`src/rtl/cs_packet_builder_pkg.sv`:
```
// Shared constants and FSM encodings for the packet builder and its helpers.
// REG_BANK_DEPTH must stay a power of two (>= 2) so the mean is a plain shift.
package cs_packet_builder_pkg;

    localparam int DATA_WIDTH     = 8;
    localparam int REG_BANK_DEPTH = 4;
    localparam int REG_BANK_LOG2  = 2;
    localparam int PACKET_LEN     = DATA_WIDTH * REG_BANK_DEPTH;
    localparam int SUM_WIDTH      = DATA_WIDTH + REG_BANK_LOG2;

    // FILL collects beats; PEND waits for the output register to free up.
    typedef enum logic {
        ST_FILL = 1'b0,
        ST_PEND = 1'b1
    } state_t;

endpackage

```
`src/rtl/cs_packet_builder_mean_accum.sv`:
```
// Running sum of the current packet's samples; the mean is the sum shifted
// right by log2(depth). The sum is wide enough that it never wraps.
module cs_mean_accum
    import cs_packet_builder_pkg::*;
(
    input  logic                  clk,
    input  logic                  rst,
    input  logic                  clear,
    input  logic                  add_en,
    input  logic [DATA_WIDTH-1:0] sample,
    output logic [DATA_WIDTH-1:0] mean
);

    logic [SUM_WIDTH-1:0] sum_reg;
    logic [SUM_WIDTH-1:0] sum_shifted;

    // Accumulate accepted samples; a clear that coincides with an add restarts
    // the sum at that sample.
    always_ff @(posedge clk or posedge rst) begin
        if (rst) begin
            sum_reg <= '0;
        end else if (clear) begin
            sum_reg <= add_en ? SUM_WIDTH'(sample) : '0;
        end else if (add_en) begin
            sum_reg <= sum_reg + SUM_WIDTH'(sample);
        end
    end

    // floor(sum / depth) always fits back into DATA_WIDTH bits.
    always_comb begin
        sum_shifted = sum_reg >> REG_BANK_LOG2;
        mean        = sum_shifted[DATA_WIDTH-1:0];
    end

endmodule

```
`src/rtl/cs_packet_builder.sv`:
```
// Assembles REG_BANK_DEPTH samples into one wide packet and attaches two
// predictors derived from the previous packet (its last sample and its mean).
module cs_packet_builder
    import cs_packet_builder_pkg::*;
(
    input  logic                  clk,
    input  logic                  rst,
    input  logic                  in_valid,
    output logic                  in_ready,
    input  logic [DATA_WIDTH-1:0] in_data,
    input  logic                  in_sof,
    output logic                  out_valid,
    input  logic                  out_ready,
    output logic [PACKET_LEN-1:0] out_packet,
    output logic [DATA_WIDTH-1:0] out_b_0,
    output logic [DATA_WIDTH-1:0] out_b
);

    state_t                     state_reg;
    state_t                     state_next;
    logic [REG_BANK_LOG2-1:0]   cnt_reg;
    logic                       sof_reg;
    logic [DATA_WIDTH-1:0]      bank_reg [REG_BANK_DEPTH];
    logic [PACKET_LEN-1:0]      bank_flat;
    logic [DATA_WIDTH-1:0]      prev_last_reg;
    logic [DATA_WIDTH-1:0]      prev_mean_reg;
    logic [DATA_WIDTH-1:0]      mean;
    logic                       out_valid_reg;
    logic [PACKET_LEN-1:0]      out_packet_reg;
    logic [DATA_WIDTH-1:0]      out_b_0_reg;
    logic [DATA_WIDTH-1:0]      out_b_reg;
    logic                       accept;
    logic                       load;
    logic                       last_beat;

    assign last_beat = (cnt_reg == REG_BANK_LOG2'(REG_BANK_DEPTH - 1));

    // State register.
    always_ff @(posedge clk or posedge rst) begin
        if (rst) begin
            state_reg <= ST_FILL;
        end else begin
            state_reg <= state_next;
        end
    end

    // Next state, handshake and load strobe; in_ready is held low during reset.
    always_comb begin
        state_next = state_reg;
        in_ready   = 1'b0;
        accept     = 1'b0;
        load       = 1'b0;
        case (state_reg)
            ST_FILL: begin
                in_ready = ~rst;
                accept   = in_valid & ~rst;
                if (accept && last_beat) begin
                    state_next = ST_PEND;
                end
            end
            ST_PEND: begin
                if (!out_valid_reg || out_ready) begin
                    load       = 1'b1;
                    state_next = ST_FILL;
                end
            end
            default: begin
                state_next = ST_FILL;
            end
        endcase
    end

    // Beat counter and the start-of-frame flag captured from beat 0 only.
    always_ff @(posedge clk or posedge rst) begin
        if (rst) begin
            cnt_reg <= '0;
            sof_reg <= 1'b0;
        end else if (accept) begin
            cnt_reg <= last_beat ? '0 : cnt_reg + 1'b1;
            if (cnt_reg == '0) begin
                sof_reg <= in_sof;
            end
        end
    end

    // One register per lane; lane gi captures the gi-th accepted beat.
    genvar gi;
    generate
        for (gi = 0; gi < REG_BANK_DEPTH; gi++) begin : g_lane
            always_ff @(posedge clk or posedge rst) begin
                if (rst) begin
                    bank_reg[gi] <= '0;
                end else if (accept && (cnt_reg == REG_BANK_LOG2'(gi))) begin
                    bank_reg[gi] <= in_data;
                end
            end
            assign bank_flat[DATA_WIDTH*gi +: DATA_WIDTH] = bank_reg[gi];
        end
    endgenerate

    cs_mean_accum u_mean_accum (
        .clk    (clk),
        .rst    (rst),
        .clear  (load),
        .add_en (accept),
        .sample (in_data),
        .mean   (mean)
    );

    // Output register: load has priority over drain, so a drain and load on
    // the same edge keeps out_valid high with the new packet.
    always_ff @(posedge clk or posedge rst) begin
        if (rst) begin
            out_valid_reg  <= 1'b0;
            out_packet_reg <= '0;
            out_b_0_reg    <= '0;
            out_b_reg      <= '0;
        end else if (load) begin
            out_valid_reg  <= 1'b1;
            out_packet_reg <= bank_flat;
            out_b_0_reg    <= sof_reg ? '0 : prev_last_reg;
            out_b_reg      <= sof_reg ? '0 : prev_mean_reg;
        end else if (out_ready) begin
            out_valid_reg  <= 1'b0;
        end
    end

    // Predictor history, refreshed from the packet being loaded.
    always_ff @(posedge clk or posedge rst) begin
        if (rst) begin
            prev_last_reg <= '0;
            prev_mean_reg <= '0;
        end else if (load) begin
            prev_last_reg <= bank_reg[REG_BANK_DEPTH-1];
            prev_mean_reg <= mean;
        end
    end

    assign out_valid  = out_valid_reg;
    assign out_packet = out_packet_reg;
    assign out_b_0    = out_b_0_reg;
    assign out_b      = out_b_reg;

endmodule

```
`config.mk`:
```
export PLATFORM = sky130hd
export DESIGN_NAME = cs_packet_builder
export DESIGN_NICKNAME = d
export VERILOG_FILES = /design/src/rtl/cs_packet_builder_pkg.sv /design/src/rtl/cs_packet_builder_mean_accum.sv /design/src/rtl/cs_packet_builder.sv
export SDC_FILE = /design/constraint.sdc
export NUM_CORES = 1
export LEC_CHECK = 0
export CAP_MARGIN = 20
export CORE_MARGIN = 2
export CORE_UTILIZATION = 26
export DETAILED_ROUTE_END_ITERATION = 10
export PLACE_DENSITY_LB_ADDON = 0.2
export SLEW_MARGIN = 25
export SYNTH_ARGS = -nofsm -noshare
export SYNTH_HDL_FRONTEND = slang
export SYNTH_HIERARCHICAL = 1
export SYNTH_SLANG_ARGS = --single-unit
```
`constraint.sdc`:
```
create_clock -name clk -period 2.7 [get_ports clk]
set_input_delay 0.54 -clock clk [delete_from_list [all_inputs] [get_ports clk]]
set_output_delay 0.54 -clock clk [all_outputs]
set_load 0.02 [all_outputs]
```
==> metrics.md, run 1 <==
| Metric | Value |
|---|---|
| Avg Cell Area, Syn | 14.0 µm² |
| Port bufs | 62 |
| Setup TNS | 0 ns |
| Worst hold slack | 0.504 ns |
| Clk Latency, worst-skew pair | 0.35 ns |
| DP Cell Count | 604 |
| Layout cells sized above 1 | 33.7% |
| Initial Utilization | 26.5% |
| Clock transition at path regs | 0.07 ns |
| Most frequent cells in the layout | 103 x dfrtp_1, 89 x mux2_2, 62 x clkdlybuf4s50_1, 14 x nor2b_1 |
| Core footprint | 17200 µm² |
| Status | finished, final reports clean |
| Hold-fix buffers at CTS | 0 |
| Final Non-Filler Cells | 620 |
| Die X-Extent | 136 µm |
| Sequential cell area fraction in the yosys report | 56.7% |
| Number of DRC markers in iteration 0 | 58 |
| Number of antenna diodes | 0 |
| Async set-reset flop share out of synthesis | 100% |
| Chip Height | 136 µm |
| EDFF count, synth | 0 |
| Max IR drop VDD | 0.484 mV |
| Fmax achieved | 431 MHz |
| Most common flop cell mapped by yosys | dfrtp_1 |
| Pin count of the biggest net entering global routing | 52 |
| Power consumption | 6.55 mW |
| Least-Margin Pin Slew | 0.549 ns |
| Yosys warning count | 6 |
| Post-DP HPWL | 6950 µm |
| DRT Pass-1 Iters | 5 |
| Critical Path End Type | flop |
| Startpoint type of the worst setup path | input pin |
| Grt total ovfl | 0 |
| Max-slew violations | 0 |
| Hold WC Path Type | flop to flop |
| Post_cts resized | 0 |
| WL/cell | 15.8 µm |
| Kind of cell adding the most delay to the critical path | compound AO/OA/AOI/OAI gates |
| Antenna violations before repair | 0 |
| Syn_nets | 351 |
| R2r setup slk | 0.69 ns |
| Leak | 2.52 nW |
| Vias in the first global route | 2760 |
| Netlist area before placement | 4550 µm² |
| Top Ports | 63 |
| Clock Sinks | 103 |
| Root buf cell | clkbuf_16 |
| GRT Overall Usage | 11.4% |
| DRC viols | 0 |
| H-Tree Depth | 3 |
| Final hold violations | 0 |
| CP max stage delay | 0.47 ns |
| Unrepaired setup endpoints after global routing | no |
| Die ar. | 18600 µm² |
| Relative slew slack | 63.4% |
| Global-route wire length before repair | 15600 µm |
| Number of vias per cell | 4.26 |
| Gpl congestion | 0.785 |
| Vias | 2642 |
| Net count reported at finish | 416 |
| Power per Cell Area | 1140 nW/µm² |
| CTS tree | yes |
| Post-synthesis instance total | 325 |
| Crit path required time | 2.94 ns |
| Synth unique cells | 37 |
| Post-route ant nets | 0 |
| Tmin final | 2.32 ns |
| Worst Skew | 0.00976 ns |
| Number of setup buffers added after CTS | 0 |
| Tcrit/Tclk final | 86.0% |
| Bufs and invs on worst path | 1 |
| Critical path peak fanout | 2 |
| Commonest non-fill, non-tap cell in the layout | dfrtp_1 |
| Number of max-cap violations | 0 |
| Max stage delay cell, worst path | clkdlybuf4s50_1 |
| Endpoints failing setup | 0 |
| Worst path cell trace | clkdlybuf4s50_1 > ha_1 > fa_1 > a21o_1 > a221oi_2 > o21ai_1 > a31o_1 |
| DRT Wirelength | 9780 µm |
| Critical setup path kind | input pin to flop |
| CP arrival | 2.57 ns |
| Placement Rows | 48 |
| Area Overhead vs Synth | 25.8% |
| Inserted Clock Buffers | 9 |
| Synthesized flop and latch total | 103 |
| Deepest clock path buffer count | 2 |
[worst register-to-register path, stage by stage (launching register included)]
cell,delay (ns)
dfrtp_1,0.39
ha_1,0.22
fa_1,0.42
a21o_1,0.22
a221oi_2,0.30
o21ai_1,0.14
a31o_1,0.21
[kinds of logic after synthesis]
group                      after synthesis  share of synthesized area (%)
adders and majority gates               13                           3.74
muxes                                   93                           22.9
xor gates and xnor gates                 6                           1.16
AOI/OAI and AO/OA                       30                           4.24
DFF                                    103                           56.7
buffers and inverters                   31                           4.54
and+or+nand+nor                         49                           6.74
[through the flow]
step                      instance area [µm²]  util [%]  setup WS [ns]
final                                    5720      33.3          0.378
after global routing                     5720      33.3          0.300
after CTS                                5720      33.3          0.378
after detailed placement                 5430      31.6         0.0145
after global placement                   5430      31.6         0.0201
after floorplan                          4550         -          0.654
[path summary, 6_finish.rpt]
path / from / end / depth (start not counted)
worst max-delay path: in_data[0] / u_mean_accum/sum_reg[8] / 7
min in group asynchronous: rst / u_mean_accum/sum_reg[4] / 3
worst max register to register: u_mean_accum/sum_reg[0] / u_mean_accum/sum_reg[8] / 6
worst min-delay path: prev_mean_reg[4] / prev_mean_reg[4] / 1
max in group asynchronous: rst / out_b_0[5] / 4
worst min register to register: prev_mean_reg[4] / prev_mean_reg[4] / 1
[layout make-up]
class                           count  area (µm²)
Sequential cell                   103        2580
Fill cell                        1743       11500
Clock inverter                      5        37.5
Timing Repair Buffer               77         771
Inverter                            8        33.8
Tap cell                          225         282
Clock buffer                       11         253
Multi-Input combinational cell    191        1770
[per-layer routing]
metal / vias to the layer above / wire [µm] / track usage (%)
li1: 1250 / - / -
met1: 1319 / 4810 / 15.8
met2: 64 / 4400 / 16.6
met3: 9 / 417 / 3.28
met4: 0 / 144 / 4.34
met5: - / 0 / 0
[power breakdown]
group / internal, mW / leakage [nW] / switching (mW) / total [mW]
registers: 2.26 / 1.30 / 0.460 / 2.72
logic: 1.42 / 1.09 / 1.13 / 2.55
clock network: 0.681 / 0.139 / 0.599 / 1.28
total: 4.36 / 2.52 / 2.19 / 6.55
[synth_stat cells, types with 4 or more instances]
cell / n / area share (%)
a21oi_1: 8 / 0.88
buf_4: 9 / 1.5
buf_6: 7 / 1.7
clkbuf_1: 4 / 0.33
dfrtp_1: 103 / 57
ha_1: 12 / 3.3
inv_1: 8 / 0.66
mux2_2: 89 / 22
mux2i_1: 4 / 0.88
nand2_1: 11 / 0.91
nor2b_1: 14 / 1.9
o21ai_0: 11 / 1.2
xnor2_1: 4 / 0.77
Power figures use the tool's default switching activity.
==> run 2: changes to the inputs <==
GPL_ROUTABILITY_DRIVEN = 0   (was default)
==> results of run 2 <==
No change in the layout: final DEF, timing and power equal those of run 1.
==> run 3: changes to the inputs <==
CORE_UTILIZATION = 49   (was 26)
RECOVER_POWER = 100   (was default)
==> metrics.md, run 3 (synthesis results as in run 1) <==
| Metric | Value |
|---|---|
| Power consumption | 6.00 mW |
| Power per Cell Area | 1110 nW/µm² |
| DP Cell Count | 490 |
| Post-DP HPWL | 6100 µm |
| Critical path peak fanout | 4 |
| Clock Sinks | 103 |
| Setup TNS | 0 ns |
| Hold Path Origin | bank_flat[3] |
| Number of antenna diodes | 0 |
| Max-slew violations | 0 |
| Number of vias per cell | 5.27 |
| Max stage delay cell, worst path | dlygate4sd3_1 |
| CP max stage delay | 0.63 ns |
| Deepest clock path buffer count | 2 |
| Worst Skew | 0.0124 ns |
| Tmin final | 2.46 ns |
| Status | finished, final reports clean |
| Clk Latency, worst-skew pair | 0.36 ns |
| CP arrival | 1.92 ns |
| FILL cells | 754 |
| Number of DRC markers in iteration 0 | 102 |
| CTS tree | yes |
| Leak | 2.56 nW |
| R2r setup slk | 0.61 ns |
| Unrepaired setup endpoints after global routing | no |
| Relative slew slack | 10.6% |
| Vias in the first global route | 2737 |
| Global-route wire length before repair | 14300 µm |
| Final hold violations | 0 |
| Critical Path End Type | primary output |
| Top Ports | 63 |
| Number of setup buffers added after CTS | 0 |
| Post-route ant nets | 0 |
| Clock transition at path regs | 0.11 ns |
| Area Overhead vs Synth | 18.9% |
| Commonest non-fill, non-tap cell in the layout | dfrtp_1 |
| Worst path cell trace | dlygate4sd3_1 > nor2_1 > clkdlybuf4s50_1 |
| Tcrit/Tclk final | 91.0% |
| Hold path depth | 1 |
| Crit path required time | 2.16 ns |
| DRC viols | 0 |
| Layout cells sized above 1 | 32.0% |
| WL/cell | 17.0 µm |
| R2R depth | 6 |
| Placement Rows | 35 |
| Vias | 2663 |
| Reg2reg start | u_mean_accum/sum_reg[4] |
| DRT Wirelength | 8580 µm |
| Hold WC Path Type | flop to flop |
| Most frequent cells in the layout | 103 x dfrtp_1, 89 x mux2_2, 52 x dlygate4sd3_1, 14 x nor2b_1 |
| Antenna violations before repair | 0 |
| Inserted Clock Buffers | 9 |
| Chip Height | 100 µm |
| Least-Margin Pin Slew | 1.33 ns |
| Hold-fix buffers at CTS | 0 |
| R2r endpoint | u_mean_accum/sum_reg[7] |
| Final instance area | 5410 µm² |
| Hold EP | out_packet[3] |
| Fmax achieved | 407 MHz |
| Post_cts resized | 0 |
| Initial Utilization | 49.9% |
| Number of max-cap violations | 0 |
| Die ar. | 10100 µm² |
| Net count reported at finish | 416 |
| H-Tree Depth | 3 |
| Port bufs | 62 |
| Final Non-Filler Cells | 505 |
| Dpl cell area | 5290 µm² |
| Critical setup path kind | input pin to primary output |
| Die X-Extent | 100 µm |
| DRT Pass-1 Iters | 4 |
| Root buf cell | clkbuf_8 |
| Final core utilization | 59.4% |
| Max IR drop VDD | 0.438 mV |
| Endpoints failing setup | 0 |
| Core footprint | 9110 µm² |
| Startpoint type of the worst setup path | input pin |
| Pin count of the biggest net entering global routing | 36 |
| Grt total ovfl | 0 |
| GRT Overall Usage | 18.5% |
[run 3: changes by cell type in the layout (fill, tap and decap cells not counted), moves of 2 or more]
cell             previous run  this run
inv_6                       2         0
clkinvlp_4                  3         0
clkbuf_16                   9         0
inv_8                       0         3
buf_4                      12         8
buf_12                      3         0
and2_2                      3         0
dlygate4sd3_1               0        52
clkdlybuf4s50_1            62        10
clkbuf_2                    0         6
and2_1                      2         0
clkbuf_8                    2        10
clkinv_4                    0         2
and2_0                      0         5
[run 3: through the flow]
stage	hold slack [ns]	worst slack, ns
3_5_place_dp	0.487	0.0461
5_1_grt	0.520	0.133
2_1_floorplan	0.380	0.654
4_1_cts	0.502	0.305
6_report	0.501	0.243
3_3_place_gp	0.482	0.0770
[run 3: area by class of cell]
class | count | area (µm²) | area share [%]
flip-flops and latches | 103 | 2580 | 47.7
multi-input cells | 191 | 1760 | 32.5
repair buffers | 77 | 714 | 13.2
well taps | 111 | 139 | 2.57
clock buffers | 10 | 138 | 2.55
clock inverters | 5 | 51.3 | 0.949
inverters | 8 | 31.3 | 0.579
[run 3: where the power goes]
part | total, mW | switching [mW] | internal (mW)
Clock | 0.933 | 0.554 | 0.379
Sequential | 2.68 | 0.429 | 2.26
Combinational | 2.38 | 1.11 | 1.27
[run 3: critical path, delay by kind of cell]
family | cells | cell delay (ns)
buffers and inverters | 2 | 1.24
AND/OR/NAND/NOR | 1 | 0.14
[run 3: metal layers]
layer / vias to the layer above / GRT usage [%] / part of all wire, %
li1: 1253 / - / -
met1: 1347 / 26.5 / 49
met2: 56 / 28.9 / 47
met3: 7 / 2.86 / 2.8
met4: 0 / 6.53 / 1.2
met5: - / 0 / 0
[run 3: how the worst max path moves through the flow]
stage / cells after the start / end / from / slack (ns)
final: 3 / in_ready / rst / 0.24
after global routing: 3 / prev_mean_reg[0] / rst / 0.13
after CTS: 3 / in_ready / rst / 0.30
after detailed placement: 7 / u_mean_accum/sum_reg[8] / in_data[0] / 0.05
after global placement: 7 / u_mean_accum/sum_reg[8] / in_data[0] / 0.08
after floorplan: 6 / u_mean_accum/sum_reg[8] / in_data[0] / 0.65
